===== src/rtl/fb_pkg.sv =====
// Shared framebuffer constants, the arbiter state encoding and an address
// range helper used by the arbiter and its bus interface.
package fb_pkg;

    localparam int PIX_W     = 12;                    // 4:4:4 RGB
    localparam int FB_WIDTH  = 320;
    localparam int FB_HEIGHT = 240;
    localparam int FB_PIXELS = FB_WIDTH * FB_HEIGHT;  // 76800
    localparam int ADDR_W    = 17;

    typedef enum logic [1:0] {
        WAIT_FRAME,
        FLUSH,
        RUN
    } state_t;

    // True when the word address lies inside the visible frame.
    function automatic logic in_frame(input logic [ADDR_W-1:0] addr);
        return addr < ADDR_W'(FB_PIXELS);
    endfunction

endpackage


===== src/rtl/vga_fb_arbiter_if.sv =====
// Host-writer and framebuffer-RAM bus of the arbiter.
//   slave  : arbiter side (takes host writes, drives the RAM port)
//   master : environment side (host writer + RAM)
interface vga_fb_arbiter_if;
    import fb_pkg::*;

    logic              i_wr_valid;
    logic [ADDR_W-1:0] i_wr_addr;
    logic [PIX_W-1:0]  i_wr_data;
    logic              o_wr_ready;
    logic [ADDR_W-1:0] o_mem_addr;
    logic              o_mem_we;
    logic [PIX_W-1:0]  o_mem_wdata;
    logic [PIX_W-1:0]  i_mem_rdata;

    modport slave (
        input  i_wr_valid, i_wr_addr, i_wr_data, i_mem_rdata,
        output o_wr_ready, o_mem_addr, o_mem_we, o_mem_wdata
    );

    modport master (
        output i_wr_valid, i_wr_addr, i_wr_data, i_mem_rdata,
        input  o_wr_ready, o_mem_addr, o_mem_we, o_mem_wdata
    );

endinterface


===== src/rtl/pix_fifo.sv =====
// Prefetch pixel FIFO with registered read data.
//   clk, rst_n      : clock, async active-low reset
//   flush           : synchronous clear; wins over push and pop
//   push, push_data : write one entry (caller guarantees space)
//   pop             : read one entry; ignored when empty
//   level, empty    : current occupancy
//   out_data/valid  : popped entry, one cycle after pop; zero otherwise
module pix_fifo #(
    parameter int DEPTH = 16,
    parameter int W     = 12
) (
    input  logic                       clk,
    input  logic                       rst_n,
    input  logic                       flush,
    input  logic                       push,
    input  logic [W-1:0]               push_data,
    input  logic                       pop,
    output logic [$clog2(DEPTH):0]     level,
    output logic                       empty,
    output logic [W-1:0]               out_data,
    output logic                       out_valid
);
    localparam int AW = $clog2(DEPTH);
    localparam int LW = AW + 1;

    logic [W-1:0]  mem [DEPTH];
    logic [AW-1:0] wr_ptr, rd_ptr;
    logic          pop_ok;

    // No bypass: a pop only sees entries present at the start of the cycle.
    assign empty  = (level == '0);
    assign pop_ok = pop && !empty;

    always_ff @(posedge clk) begin
        if (push && !flush) mem[wr_ptr] <= push_data;
    end

    always_ff @(posedge clk or negedge rst_n) begin
        if (!rst_n) begin
            wr_ptr    <= '0;
            rd_ptr    <= '0;
            level     <= '0;
            out_data  <= '0;
            out_valid <= 1'b0;
        end else if (flush) begin
            wr_ptr    <= '0;
            rd_ptr    <= '0;
            level     <= '0;
            out_data  <= '0;
            out_valid <= 1'b0;
        end else begin
            if (push) wr_ptr <= wr_ptr + 1'b1;
            if (pop_ok) begin
                out_data  <= mem[rd_ptr];
                out_valid <= 1'b1;
                rd_ptr    <= rd_ptr + 1'b1;
            end else begin
                out_data  <= '0;
                out_valid <= 1'b0;
            end
            level <= level + LW'(push) - LW'(pop_ok);
        end
    end

endmodule


===== src/rtl/vga_fb_arbiter.sv =====
// Framebuffer RAM arbiter: shares a single-port synchronous RAM between
// display prefetch (into pix_fifo) and a host pixel writer.
//   clk50MHz, i_rst_n : clock, async active-low reset
//   i_frame_start     : frame start pulse; flushes and restarts prefetch
//   i_pix_req         : pop strobe from the VGA driver
//   o_pix_data/valid  : popped pixel, 1 cycle after i_pix_req
//   o_underflow       : sticky, pop on empty FIFO; cleared by a frame start
//   bus               : host write handshake + RAM port
module vga_fb_arbiter
    import fb_pkg::*;
#(
    parameter int FIFO_DEPTH = 16,
    parameter int LOW_WATER  = 4
) (
    input  logic             clk50MHz,
    input  logic             i_rst_n,
    input  logic             i_frame_start,
    input  logic             i_pix_req,
    output logic [PIX_W-1:0] o_pix_data,
    output logic             o_pix_valid,
    output logic             o_underflow,
    vga_fb_arbiter_if.slave  bus
);
    localparam int LW = $clog2(FIFO_DEPTH) + 1;

    state_t            state, state_nxt;
    logic [ADDR_W-1:0] rd_addr;
    logic              inflight;
    logic [LW-1:0]     level, occ;
    logic              fifo_empty, flush, push, pop_req;
    logic              fetch_ok, urgent, issue, grant;

    always_ff @(posedge clk50MHz or negedge i_rst_n) begin
        if (!i_rst_n) state <= WAIT_FRAME;
        else          state <= state_nxt;
    end

    // The frame-start cycle and the FLUSH cycle both act as flush: no
    // fetch, no pops, and any read still in flight is dropped on return.
    always_comb begin
        state_nxt = state;
        flush     = 1'b0;
        occ       = '0;
        fetch_ok  = 1'b0;
        urgent    = 1'b0;
        issue     = 1'b0;
        grant     = 1'b0;
        case (state)
            FLUSH:   state_nxt = RUN;
            default: ;
        endcase
        if (i_frame_start) state_nxt = FLUSH;
        flush = i_frame_start || (state == FLUSH);

        // In-flight read already owns a FIFO slot, so it counts as occupancy.
        occ      = level + LW'(inflight);
        fetch_ok = in_frame(rd_addr) && (occ < LW'(FIFO_DEPTH));
        urgent   = (occ <= LW'(LOW_WATER));
        issue    = i_rst_n && (state == RUN) && !flush && fetch_ok
                   && (urgent || !bus.i_wr_valid);
        // Reset gating keeps the combinational outputs at 0 during reset.
        grant    = i_rst_n && bus.i_wr_valid && !issue;
    end

    always_comb begin
        bus.o_wr_ready  = grant;
        bus.o_mem_we    = grant && in_frame(bus.i_wr_addr);
        bus.o_mem_addr  = issue ? rd_addr : (grant ? bus.i_wr_addr : '0);
        bus.o_mem_wdata = grant ? bus.i_wr_data : '0;
    end

    assign push    = inflight && !flush;
    assign pop_req = i_pix_req && !flush;

    always_ff @(posedge clk50MHz or negedge i_rst_n) begin
        if (!i_rst_n) begin
            rd_addr     <= '0;
            inflight    <= 1'b0;
            o_underflow <= 1'b0;
        end else begin
            inflight <= issue;
            if (flush)      rd_addr <= '0;
            else if (issue) rd_addr <= rd_addr + 1'b1;
            if (flush)                      o_underflow <= 1'b0;
            else if (pop_req && fifo_empty) o_underflow <= 1'b1;
        end
    end

    pix_fifo #(
        .DEPTH (FIFO_DEPTH),
        .W     (PIX_W)
    ) u_fifo (
        .clk       (clk50MHz),
        .rst_n     (i_rst_n),
        .flush     (flush),
        .push      (push),
        .push_data (bus.i_mem_rdata),
        .pop       (pop_req),
        .level     (level),
        .empty     (fifo_empty),
        .out_data  (o_pix_data),
        .out_valid (o_pix_valid)
    );

endmodule

===== src/flat_wrapper.sv =====
// flat-port wrapper written by rule: the top's interface ports become plain ports
module vga_fb_arbiter_flat import fb_pkg::*;
#(
    parameter int FIFO_DEPTH = 16,
    parameter int LOW_WATER  = 4
)
  (clk50MHz, i_rst_n, i_frame_start, i_pix_req, o_pix_data, o_pix_valid, o_underflow, bus_i_wr_valid, bus_i_wr_addr, bus_i_wr_data, bus_i_mem_rdata, bus_o_wr_ready, bus_o_mem_addr, bus_o_mem_we, bus_o_mem_wdata);
  vga_fb_arbiter_if bus_i ();
  input  logic clk50MHz;
  input  logic i_rst_n;
  input  logic i_frame_start;
  input  logic i_pix_req;
  output logic [PIX_W-1:0] o_pix_data;
  output logic o_pix_valid;
  output logic o_underflow;
  input wire logic [$bits(bus_i.i_wr_valid)-1:0] bus_i_wr_valid;
  input wire logic [$bits(bus_i.i_wr_addr)-1:0] bus_i_wr_addr;
  input wire logic [$bits(bus_i.i_wr_data)-1:0] bus_i_wr_data;
  input wire logic [$bits(bus_i.i_mem_rdata)-1:0] bus_i_mem_rdata;
  output wire logic [$bits(bus_i.o_wr_ready)-1:0] bus_o_wr_ready;
  output wire logic [$bits(bus_i.o_mem_addr)-1:0] bus_o_mem_addr;
  output wire logic [$bits(bus_i.o_mem_we)-1:0] bus_o_mem_we;
  output wire logic [$bits(bus_i.o_mem_wdata)-1:0] bus_o_mem_wdata;
  assign bus_i.i_wr_valid = bus_i_wr_valid;
  assign bus_i.i_wr_addr = bus_i_wr_addr;
  assign bus_i.i_wr_data = bus_i_wr_data;
  assign bus_i.i_mem_rdata = bus_i_mem_rdata;
  assign bus_o_wr_ready = bus_i.o_wr_ready;
  assign bus_o_mem_addr = bus_i.o_mem_addr;
  assign bus_o_mem_we = bus_i.o_mem_we;
  assign bus_o_mem_wdata = bus_i.o_mem_wdata;
  vga_fb_arbiter #(.FIFO_DEPTH(FIFO_DEPTH), .LOW_WATER(LOW_WATER)) u_core (.clk50MHz(clk50MHz), .i_rst_n(i_rst_n), .i_frame_start(i_frame_start), .i_pix_req(i_pix_req), .o_pix_data(o_pix_data), .o_pix_valid(o_pix_valid), .o_underflow(o_underflow), .bus(bus_i));
endmodule

===== config.mk =====
export PLATFORM = sky130hd
export DESIGN_NAME = vga_fb_arbiter_flat
export DESIGN_NICKNAME = d
export VERILOG_FILES = /design/src/rtl/fb_pkg.sv /design/src/rtl/vga_fb_arbiter_if.sv /design/src/rtl/pix_fifo.sv /design/src/rtl/vga_fb_arbiter.sv /design/src/flat_wrapper.sv
export SDC_FILE = /design/constraint.sdc
export NUM_CORES = 1
export LEC_CHECK = 0
export BUFFER_PORTS_ARGS = -buffer_cell sky130_fd_sc_hd__buf_4
export CORE_MARGIN = 2
export CORE_UTILIZATION = 40
export DETAILED_ROUTE_END_ITERATION = 8
export PLACE_DENSITY = 0.66
export SYNTH_ARGS = -nofsm -noshare
export SYNTH_HDL_FRONTEND = slang
export SYNTH_SLANG_ARGS = --single-unit

===== constraint.sdc =====
create_clock -name clk50MHz -period 9.95 [get_ports clk50MHz]
set_clock_uncertainty 0.1 [all_clocks]
set_input_delay 2.985 -clock clk50MHz [delete_from_list [all_inputs] [get_ports clk50MHz]]
set_output_delay 2.985 -clock clk50MHz [all_outputs]
set_load 0.005 [all_outputs]

==> parameters.txt, run 1 <==
Parameter                              Value

Final layout
  Number of fillers in the final layout    2,080
  Area growth, synth to finish    18.98%
  Nets    771
  Top library cells by usage in the layout, fill and taps aside    192 x edfxtp_1, 104 x buf_4, 49 x nand2_1
  Ratio of cells with drive above 1 in the final layout    27.86%
  Commonest non-fill, non-tap cell in the layout    edfxtp_1
  Antenna diode count    0
  Fin cells    1,049

Synthesis
  Proportion of synthesized area in mux cells    13.42%
  Cells after Synth    612
  Synth cell types    47
  Post-synth EDFFs    192
  Share of synthesized cell area in full adder, half adder and majority cells    2.203%
  Combined area of all synthesized cells    0.009995 mm2
  Post-Synth XOR/XNOR Area    1.139%
  Synth Net Count    675
  Avg Inst Size Synth    16.33 um2
  Area fraction in and, or, nand and nor cells after synthesis    7.987%
  Synth Warn #    0
  Share of the synthesized area in compound gates (AO/OA/AOI/OAI)    3.718%
  Largest family of logic cells by synthesized area    multiplexers
  Synth Register Bits    239
  Register area share after synthesis    69.45%
  Top flip-flop cell by instance count after synthesis    edfxtp_1
  Async SR Flop Fraction    19.67%

Worst setup path
  Crit path kind    input pin to output port
  Arrival time worst endpoint    5.01 ns
  FF-to-FF setup slack    6.67 ns
  Critical path fanouts, max    47
  CP Launch Type    input pin
  Data required time of the critical path    6.87 ns
  Reg-to-Reg Start    u_core.u_fifo.level[2]
  R2r worst-path depth    14
  Critical register-to-register path endpoint    u_core.u_fifo.level[4]
  Endpoint type of the worst setup path    output port

Outcome
  Run status    complete, no violations

Global route
  Total Routing Usage GR    17.21%
  Vias in the first global route    5,784
  Most utilized layer in the global route result    met2
  Global-route wire length before repair    34,020 um
  Largest net degree at the start of global routing    53
  Routing usage on met1    23.49%
  Met2 Track Usage GR    28.74%
  Met3 demand-to-capacity share in global routing    3.115%
  Total grt overflow    0
  Initial antenna violation count    0

Timing
  Tightest hold margin    0.4439 ns
  Hold violation count in the final report    0
  Final worst path period share    81.32%
  Post-route minimum period    8.091 ns
  Unrepaired setup endpoints after global routing    no
  Slew at the pin closest to its max-slew limit    1.212 ns
  Count of final max-slew check failures    0
  Least setup slack across all paths after layout    1.859 ns
  Setup TNS after final layout    0 ns
  F_max    0.1236 GHz
  Relative slew margins    18.53%
  Final setup violation count    0

Floorplan
  Overall die height    162.1 um
  Number of top-level pins    91
  Effective utilization at floorplan    40.98%
  Die width    162.1 um
  Standard-cell row count    57
  Area of the core    0.02439 mm2
  Die area    0.02627 mm2

Hold path
  Hold path startpoint    u_core.o_underflow
  Classification of the worst-slack hold path    register to register
  Hold path depth    2
  End point of the worst hold path    u_core.o_underflow

Drt
  Routed via count divided by cell count    5.500
  Final wirelength    22,800 um
  Routed length per instance    21.74 um
  First drt pass iteration count    5
  Count of unresolved DRC violations after routing    0
  Number of DRC markers in iteration 0    448
  Post-route ant nets    0
  Vias after detailed routing    5,769

Clock tree
  CTS Hold Bufs    0
  TritonCTS clock tree    built
  Bufs on Longest Clock Path    3
  Number of levels the H-tree was split into    1
  Post-CTS setup buffer count    0
  # resized after CTS    0
  CTS Buf Count    24
  Clock transition at the register clock pins on the worst setup and hold paths after CTS    0.06 ns
  CTS Root Cell    clkbuf_16
  Worst-skew pair later-pin latency    0.52 ns
  Num Clock Sinks    239

Power
  Worst ir drop on vdd    0.0001630 V
  Leakage power    4.198 nW
  Pwr/cell area    181.6 mW/mm2

Placed design
  Final weighted congestion of routability-driven global placement    0.8859
  IO buf count    90
  Minimum setup slack after placement    1.800 ns
  Placed Cells incl. Taps    1,006
  Detailed placer's ending HPWL    13,810 um

Job
  MaxCap Viol Count    0
-- cell families (layout without fill, tap and decap cells) --
family          count (synthesis)  after routing
buf+inv                        50            163
mux                            74             74
xor+xnor                       13             13
fa+ha+maj                      17             17
flops                         239            239
compound gates                 57             57
simple gates                  162            162
-- cells in the mapped netlist (all sizes together) (2+ instances only) --
| cell | instances | area share (%) |
|---|---|---|
| edfxtp | 192 | 58 |
| nand2 | 49 | 1.8 |
| mux4 | 48 | 11 |
| dfrtp | 47 | 12 |
| nor2 | 28 | 1.1 |
| mux2i | 26 | 2.6 |
| nand3 | 25 | 1.3 |
| clkbuf | 20 | 0.75 |
| ha | 16 | 2.0 |
| inv | 16 | 0.60 |
| a21oi | 15 | 0.75 |
| and3 | 14 | 0.88 |
| buf | 14 | 0.73 |
| o22ai | 12 | 0.75 |
| nor3 | 10 | 0.50 |
| xnor2 | 9 | 0.79 |
| or4 | 7 | 0.53 |
| and2 | 6 | 0.38 |
| o21ai | 6 | 0.30 |
| o31ai | 6 | 0.45 |
| or3 | 6 | 0.38 |
| nand4 | 5 | 0.31 |
| nor4 | 5 | 0.31 |
| a21o | 4 | 0.30 |
| xor2 | 4 | 0.35 |
| a211o | 2 | 0.18 |
| a21boi | 2 | 0.15 |
| a31oi | 2 | 0.13 |
| a41o | 2 | 0.20 |
-- metal layers --
layer / wire length [um] / part of all wire [%]
met1: 9483 / 42
met2: 11070 / 49
met3: 1734 / 7.6
met4: 511 / 2.2
met5: 0 / 0
-- worst max-delay path: stages --
cell      delay [ns]
buf_4           0.11
buf_4           0.51
and2_1          0.78
a22o_1          0.23
a21boi_0        0.23
buf_4           0.15
-- worst max-delay path by stage --
stage / start / end / slack [ns] / cells past startpoint
6_report: i_rst_n / bus_o_mem_addr[16] / 1.86 / 6
5_1_grt: i_rst_n / bus_o_mem_addr[16] / 1.61 / 6
2_1_floorplan: i_rst_n / bus_o_mem_addr[15] / 2.49 / 7
3_5_place_dp: i_rst_n / bus_o_mem_addr[16] / 1.80 / 6
3_3_place_gp: i_rst_n / bus_o_mem_we / 1.96 / 6
4_1_cts: i_rst_n / bus_o_mem_addr[16] / 1.80 / 6
-- sequential cells by signal, summed over array words and instances (netlist names), 2 cells and up --
register	count
u_core.u_fifo.mem	192
u_core.rd_addr	17
u_core.u_fifo.out_data	12
u_core.u_fifo.level	5
u_core.u_fifo.rd_ptr	4
u_core.u_fifo.wr_ptr	4
u_core.state	2
-- power by group --
| group | switching [mW] | total [mW] | internal [mW] |
|---|---|---|---|
| Combinational | 0.0987 | 0.198 | 0.0996 |
| Clock | 0.363 | 0.860 | 0.497 |
| Sequential | 0.0104 | 1.10 | 1.09 |
| Total | 0.472 | 2.16 | 1.69 |
-- cell type report --
class | count | area, um2 | area share, %
clock buffer | 37 | 679.4 | 5.713
clock inverter | 6 | 76.32 | 0.6418
inverter | 16 | 60.06 | 0.5051
multi-input combinational | 323 | 2945 | 24.77
sequential | 239 | 6944 | 58.40
tap | 324 | 405.4 | 3.409
timing repair buffer | 104 | 780.7 | 6.566
-- per-stage QoR --
stage	utilization, %	area (um2)	power, mW
4_1_cts	48.75	11890	2.183
6_report	48.75	11890	2.160
2_1_floorplan	-	9995	1.250
5_1_grt	48.75	11890	2.237
3_3_place_gp	45.66	11140	1.315
3_5_place_dp	45.66	11140	1.323
Power figures use the tool's default switching activity.
==> run 2, diff against run 1 <==
- ABC_AREA: not set -> 1
- clock period: 9.95 -> 8 ns (I/O delays scaled with it)
==> parameters.txt, run 2 <==
Parameter                              Value

Worst setup path
  Critical Path Start    i_rst_n
  Arrival time worst endpoint    4.22 ns
  Crit path kind    input pin to output port
  Destination of the critical timing path    bus_o_mem_wdata[0]
  Crit path largest cell delay    0.52 ns
  Data required time of the critical path    5.50 ns
  FF-to-FF setup slack    4.93 ns
  Critical-path top delay cell    buf_4
  Critical register-to-register path endpoint    u_core.u_fifo.level[4]
  R2r worst-path depth    13
  Endpoint type of the worst setup path    output port
  CP Launch Type    input pin
  Critical path cell sequence    buf_4 > nand2_1 > nor2_1 > nand2_1 > a21oi_2 > nand2_4 > nand2_4 > nor2_1 > buf_4
  Reg-to-Reg Start    u_core.u_fifo.level[2]
  Critical path fanouts, max    49

Placed design
  Minimum setup slack after placement    1.218 ns
  Detailed placer's ending HPWL    14,740 um
  IO buf count    90
  Final weighted congestion of routability-driven global placement    0.7799

Clock tree
  Number of levels the H-tree was split into    1
  CTS Buf Count    26
  TritonCTS clock tree    built
  Post-CTS setup buffer count    0
  Clock transition at the register clock pins on the worst setup and hold paths after CTS    0.06 ns
  # resized after CTS    0
  Worst-skew pair later-pin latency    0.53 ns
  CTS Root Cell    clkbuf_16
  Num Clock Sinks    239
  Bufs on Longest Clock Path    3
  CTS Hold Bufs    0

Synthesis
  Top cell type's share of synthesized area    52.89%
  Synth cell types    34
  Register area share after synthesis    63.67%
  Synth Register Bits    239
  Commonest cells post-synth    196 x nand2_1, 192 x edfxtp_1, 188 x nor2_1, 114 x nand3_1, 81 x inv_1
  Area contributors post-synth    edfxtp_1 53%, dfrtp_1 11%, nand2_1 6.7%
  Synth Warn #    0
  Top flip-flop cell by instance count after synthesis    edfxtp_1
  Cells after Synth    1,064
  Most area-hungry cell type in the Yosys netlist    edfxtp_1
  Avg Inst Size Synth    10.25 um2
  Post-synth EDFFs    192
  Combined area of all synthesized cells    0.01090 mm2
  Library cell with the highest instance count after synthesis    nand2_1
  Synth Net Count    1,127
  Async SR Flop Fraction    19.67%

Final layout
  Area of the multi-input gates    0.003296 mm2
  Sequential standard cell area    0.006945 mm2
  Commonest non-fill, non-tap cell in the layout    nand2_1
  Top flop regs    u_core.u_fifo.mem (192), u_core.rd_addr (17), u_core.u_fifo.out_data (12)
  Number of fillers in the final layout    2,462
  Antenna diode count    0
  Top library cells by usage in the layout, fill and taps aside    196 x nand2_1, 192 x edfxtp_1, 175 x nor2_1
  Largest register FFs    192
  Ratio of cells with drive above 1 in the final layout    15.70%
  Area growth, synth to finish    14.98%
  Top reg by flops    u_core.u_fifo.mem
  Nets    1,202

Global route
  Total Routing Usage GR    17.83%
  Initial antenna violation count    0
  Largest net degree at the start of global routing    78
  Total grt overflow    0
  Global-route wire length before repair    39,650 um
  Vias in the first global route    7,200

Power
  Comb pwr share    12.6%
  Leakage power    5.039 nW
  Pwr/cell area    228.8 mW/mm2
  Worst ir drop on vdd    0.0001426 V
  Seq pwr share    48.7%
  Clk pwr share    38.7%
  Cell-internal power    2.118 mW
  Switching power total    0.7496 mW
  Switching share of total power    26.14%

Drt
  Final wirelength    25,460 um
  Routed via count divided by cell count    5.047
  First drt pass iteration count    5
  Vias after detailed routing    7,571
  Count of unresolved DRC violations after routing    0
  Routed length per instance    16.98 um
  Post-route ant nets    0
  Number of DRC markers in iteration 0    680

Timing
  Slew at the pin closest to its max-slew limit    1.153 ns
  Final setup violation count    0
  Hold violation count in the final report    0
  Least setup slack across all paths after layout    1.279 ns
  Final worst path period share    84.01%
  Relative slew margins    23.15%
  Unrepaired setup endpoints after global routing    no
  Count of final max-slew check failures    0
  F_max    0.1488 GHz
  Setup TNS after final layout    0 ns
  Post-route minimum period    6.721 ns

Outcome
  Run status    complete, no violations

Floorplan
  Standard-cell row count    60
  Die width    169.1 um
  Die area    0.02859 mm2
  Number of top-level pins    91
  Effective utilization at floorplan    40.56%
  Area of the core    0.02688 mm2
  Overall die height    169.1 um

Job
  MaxCap Viol Count    0

Hold path
  Classification of the worst-slack hold path    register to register
-- run 2: changes by cell type in the layout (fill, tap and decap cells not counted), moves of 13 or more --
cell,change
o211ai_1,+19
nand3_1,+89
mux4_2,-48
nor2_1,+151
and3_1,-14
a21oi_1,+13
inv_1,+66
mux2i_1,-26
o21ai_0,+58
nand2_1,+147
-- run 2: area by class of cell --
cell class | instances | area share, %
inverter | 90 | 2.695
timing repair buffer | 98 | 5.869
clock inverter | 19 | 1.048
tap | 341 | 3.404
multi-input combinational | 684 | 26.29
clock buffer | 29 | 5.281
sequential | 239 | 55.41
-- run 2: layer usage --
metal	share of wire [%]	track usage, %
met2	49	30.58
met1	43	23.52
met4	1.8	4.682
met5	0	0
met3	5.9	3.133
-- run 2: worst min path at each step --
stage | end | cells after the start | start | slack [ns]
after floorplan | u_core.o_underflow | 1 | u_core.o_underflow | 0.38
final | u_core.o_underflow | 1 | u_core.o_underflow | 0.39
after CTS | u_core.o_underflow | 1 | u_core.o_underflow | 0.40
after detailed placement | u_core.o_underflow | 1 | u_core.o_underflow | 0.38
after global routing | u_core.o_underflow | 1 | u_core.o_underflow | 0.42
after global placement | u_core.o_underflow | 1 | u_core.o_underflow | 0.38
-- run 2: stage by stage --
stage	area, um2	std cells	hold slack [ns]	power, mW	util, %
6_report	12530	1500	0.3917	2.868	46.64
5_1_grt	12530	1500	0.4225	2.991	46.64
4_1_cts	12530	1500	0.3958	2.890	46.64
3_5_place_dp	11740	1452	0.3802	1.784	43.69
3_3_place_gp	11740	1452	0.3770	1.777	43.69
2_1_floorplan	10900	1064	0.3794	1.685	-
-- run 2: logic make-up (layout without fill, tap and decap cells) --
family / count (synthesis) / after routing / share of synthesized area [%]
XOR/XNOR: 9 / 9 / 0.7231
AND/OR/NAND/NOR: 517 / 517 / 19.69
buffers and inverters: 141 / 236 / 6.393
adder cells (fa/ha/maj): 17 / 17 / 2.020
AO/OA/AOI/OAI: 141 / 141 / 7.495
flip-flops: 239 / 239 / 63.67
-- run 2: power by group through the flow --
stage / clock (mW) / combinational [mW] / sequential (mW)
after floorplan: 0 / 0.287 / 1.40
after global placement: 0 / 0.355 / 1.42
after detailed placement: 0 / 0.361 / 1.42
after CTS: 1.13 / 0.362 / 1.40
after global routing: 1.18 / 0.412 / 1.40
final: 1.11 / 0.361 / 1.40
-- run 2: critical path, delay by kind of cell --
family | cells | cell delay [ns]
AO/OA/AOI/OAI | 1 | 0.15
AND/OR/NAND/NOR | 6 | 0.98
buffers and inverters | 2 | 0.66
==> run 3, diff against run 2 <==
- PLACE_DENSITY: 0.66 -> 0.68
- clock period: 8 -> 5.7 ns (I/O delays scaled with it)
==> parameters.txt, run 3 (synthesized netlist as in run 2, its figures left out) <==
Parameter                              Value

Final layout
  Area growth, synth to finish    15.76%
  Commonest non-fill, non-tap cell in the layout    nand2_1
  Final core area utilization    46.96%
  Number of fillers in the final layout    2,437
  Top reg by flops    u_core.u_fifo.mem
  Top flop regs    u_core.u_fifo.mem (192), u_core.rd_addr (17), u_core.u_fifo.out_data (12)
  Ratio of cells with drive above 1 in the final layout    15.51%
  Top library cells by usage in the layout, fill and taps aside    196 x nand2_1, 192 x edfxtp_1, 182 x nor2_1
  Fin cells    1,508
  Largest register FFs    192
  Nets    1,211
  Antenna diode count    0

Timing
  Setup TNS after final layout    0 ns
  Count of final max-slew check failures    0
  Hold violation count in the final report    0
  Tightest hold margin    0.3940 ns
  Relative slew margins    20.46%
  Final setup violation count    0
  F_max    0.2032 GHz
  Final worst path period share    86.32%
  Slew at the pin closest to its max-slew limit    1.192 ns
  Unrepaired setup endpoints after global routing    no
  Post-route minimum period    4.920 ns

Power
  Worst ir drop on vdd    0.0001813 V
  Leakage power    5.096 nW
  PnR Total Power    4.088 mW
  Pwr/cell area    323.9 mW/mm2

Outcome
  Run status    complete, no violations

Clock tree
  TritonCTS clock tree    built
  Bufs on Longest Clock Path    3
  CTS Root Cell    clkbuf_16
  Worst-skew pair later-pin latency    0.54 ns
  Post-CTS setup buffer count    0
  CTS Buf Count    26
  # resized after CTS    0
  Clock transition at the register clock pins on the worst setup and hold paths after CTS    0.07 ns
  Number of levels the H-tree was split into    1
  Num Clock Sinks    239
  CTS Hold Bufs    0

Placed design
  IO buf count    90
  Placed Cells incl. Taps    1,461
  Final weighted congestion of routability-driven global placement    0.8149
  Detailed placer's ending HPWL    14,440 um

Global route
  Global-route wire length before repair    38,630 um
  Initial antenna violation count    0
  Total grt overflow    0
  Total Routing Usage GR    17.24%
  Largest net degree at the start of global routing    106
  Vias in the first global route    7,284

Worst setup path
  CP Launch Type    input pin
  Critical path cell sequence    buf_4 > inv_2 > nand2_2 > nor2_1 > nand2_1 > a21oi_2 > nand2_4 > nand2_4 > nor2_1 > buf_4
  Critical register-to-register path endpoint    u_core.u_fifo.level[4]
  FF-to-FF setup slack    2.71 ns
  R2r worst-path depth    13
  Data required time of the critical path    3.89 ns
  Crit path largest cell delay    0.31 ns
  Critical path fanouts, max    46
  Critical-path top delay cell    nand2_4
  Reg-to-Reg Start    u_core.u_fifo.level[2]
  Endpoint type of the worst setup path    output port
  Crit path kind    input pin to output port
  Arrival time worst endpoint    3.11 ns

Hold path
  Classification of the worst-slack hold path    register to register
  Hold path startpoint    u_core.o_underflow
  End point of the worst hold path    u_core.o_underflow
  Hold path depth    1

Drt
  Post-route ant nets    0
  Count of unresolved DRC violations after routing    0
  Number of DRC markers in iteration 0    784
  Routed via count divided by cell count    5.056
  First drt pass iteration count    5
  Vias after detailed routing    7,624
  Routed length per instance    16.31 um
  Final wirelength    24,590 um

Floorplan
  Overall die height    169.1 um
  Effective utilization at floorplan    40.56%
  Area of the core    0.02688 mm2
  Standard-cell row count    60
  Number of top-level pins    91
  Die area    0.02859 mm2
  Die width    169.1 um

Job
  MaxCap Viol Count    0
==> run 3: changes by cell type in the layout (fill, tap and decap cells not counted), moves of 2 or more <==
cell	before	now
clkbuf_1	3	8
nor2_2	15	8
nor2_1	175	182
buf_4	98	107
clkbuf_8	0	2
clkinv_1	7	4
clkinv_2	10	4
==> run 3: cell type report <==
cell class | count | area, um2 | share of cell area, %
clock buffer | 36 | 708.2 | 5.612
inverter | 90 | 337.8 | 2.677
timing repair buffer | 107 | 803.3 | 6.365
clock inverter | 11 | 120.1 | 0.9518
tap | 341 | 426.7 | 3.381
sequential | 239 | 6945 | 55.04
multi-input combinational | 684 | 3278 | 25.98
==> run 3: worst max-delay path: cells and delay by family <==
family,cells,cell delay (ns)
simple gates,6,0.90
buf+inv,3,0.33
compound gates,1,0.15
==> run 3: how the worst max path moves through the flow <==
| stage | slack [ns] | cells after the start | to | start |
|---|---|---|---|---|
| global placement | 0.80 | 10 | bus_o_mem_we | i_frame_start |
| detailed placement | 0.78 | 10 | bus_o_mem_we | i_frame_start |
| global route | 0.60 | 10 | bus_o_mem_wdata[3] | i_frame_start |
| finish | 0.78 | 10 | bus_o_mem_wdata[4] | i_frame_start |
| floorplan | 1.36 | 9 | bus_o_mem_addr[10] | i_frame_start |
| CTS | 0.77 | 10 | bus_o_mem_we | i_frame_start |
==> run 3: layer usage <==
layer / up-vias / wire length [um] / global-route usage, %
li1: 3756 / - / -
met1: 3596 / 10650 / 22.80
met2: 223 / 11750 / 29.22
met3: 49 / 1526 / 2.852
met4: 0 / 673 / 5.351
met5: - / 0 / 0
==> run 3: through the flow <==
step | setup slack (ns) | cell area, um2
2_1_floorplan | 1.360 | 10900
3_3_place_gp | 0.8039 | 11790
3_5_place_dp | 0.7773 | 11790
4_1_cts | 0.7747 | 12620
5_1_grt | 0.5965 | 12620
6_report | 0.7797 | 12620
==> run 3: where the power goes <==
group          switching [mW]  internal [mW]
Sequential             0.0276           1.91
Combinational           0.345          0.181
Clock                   0.665          0.959
Total                    1.04           3.05
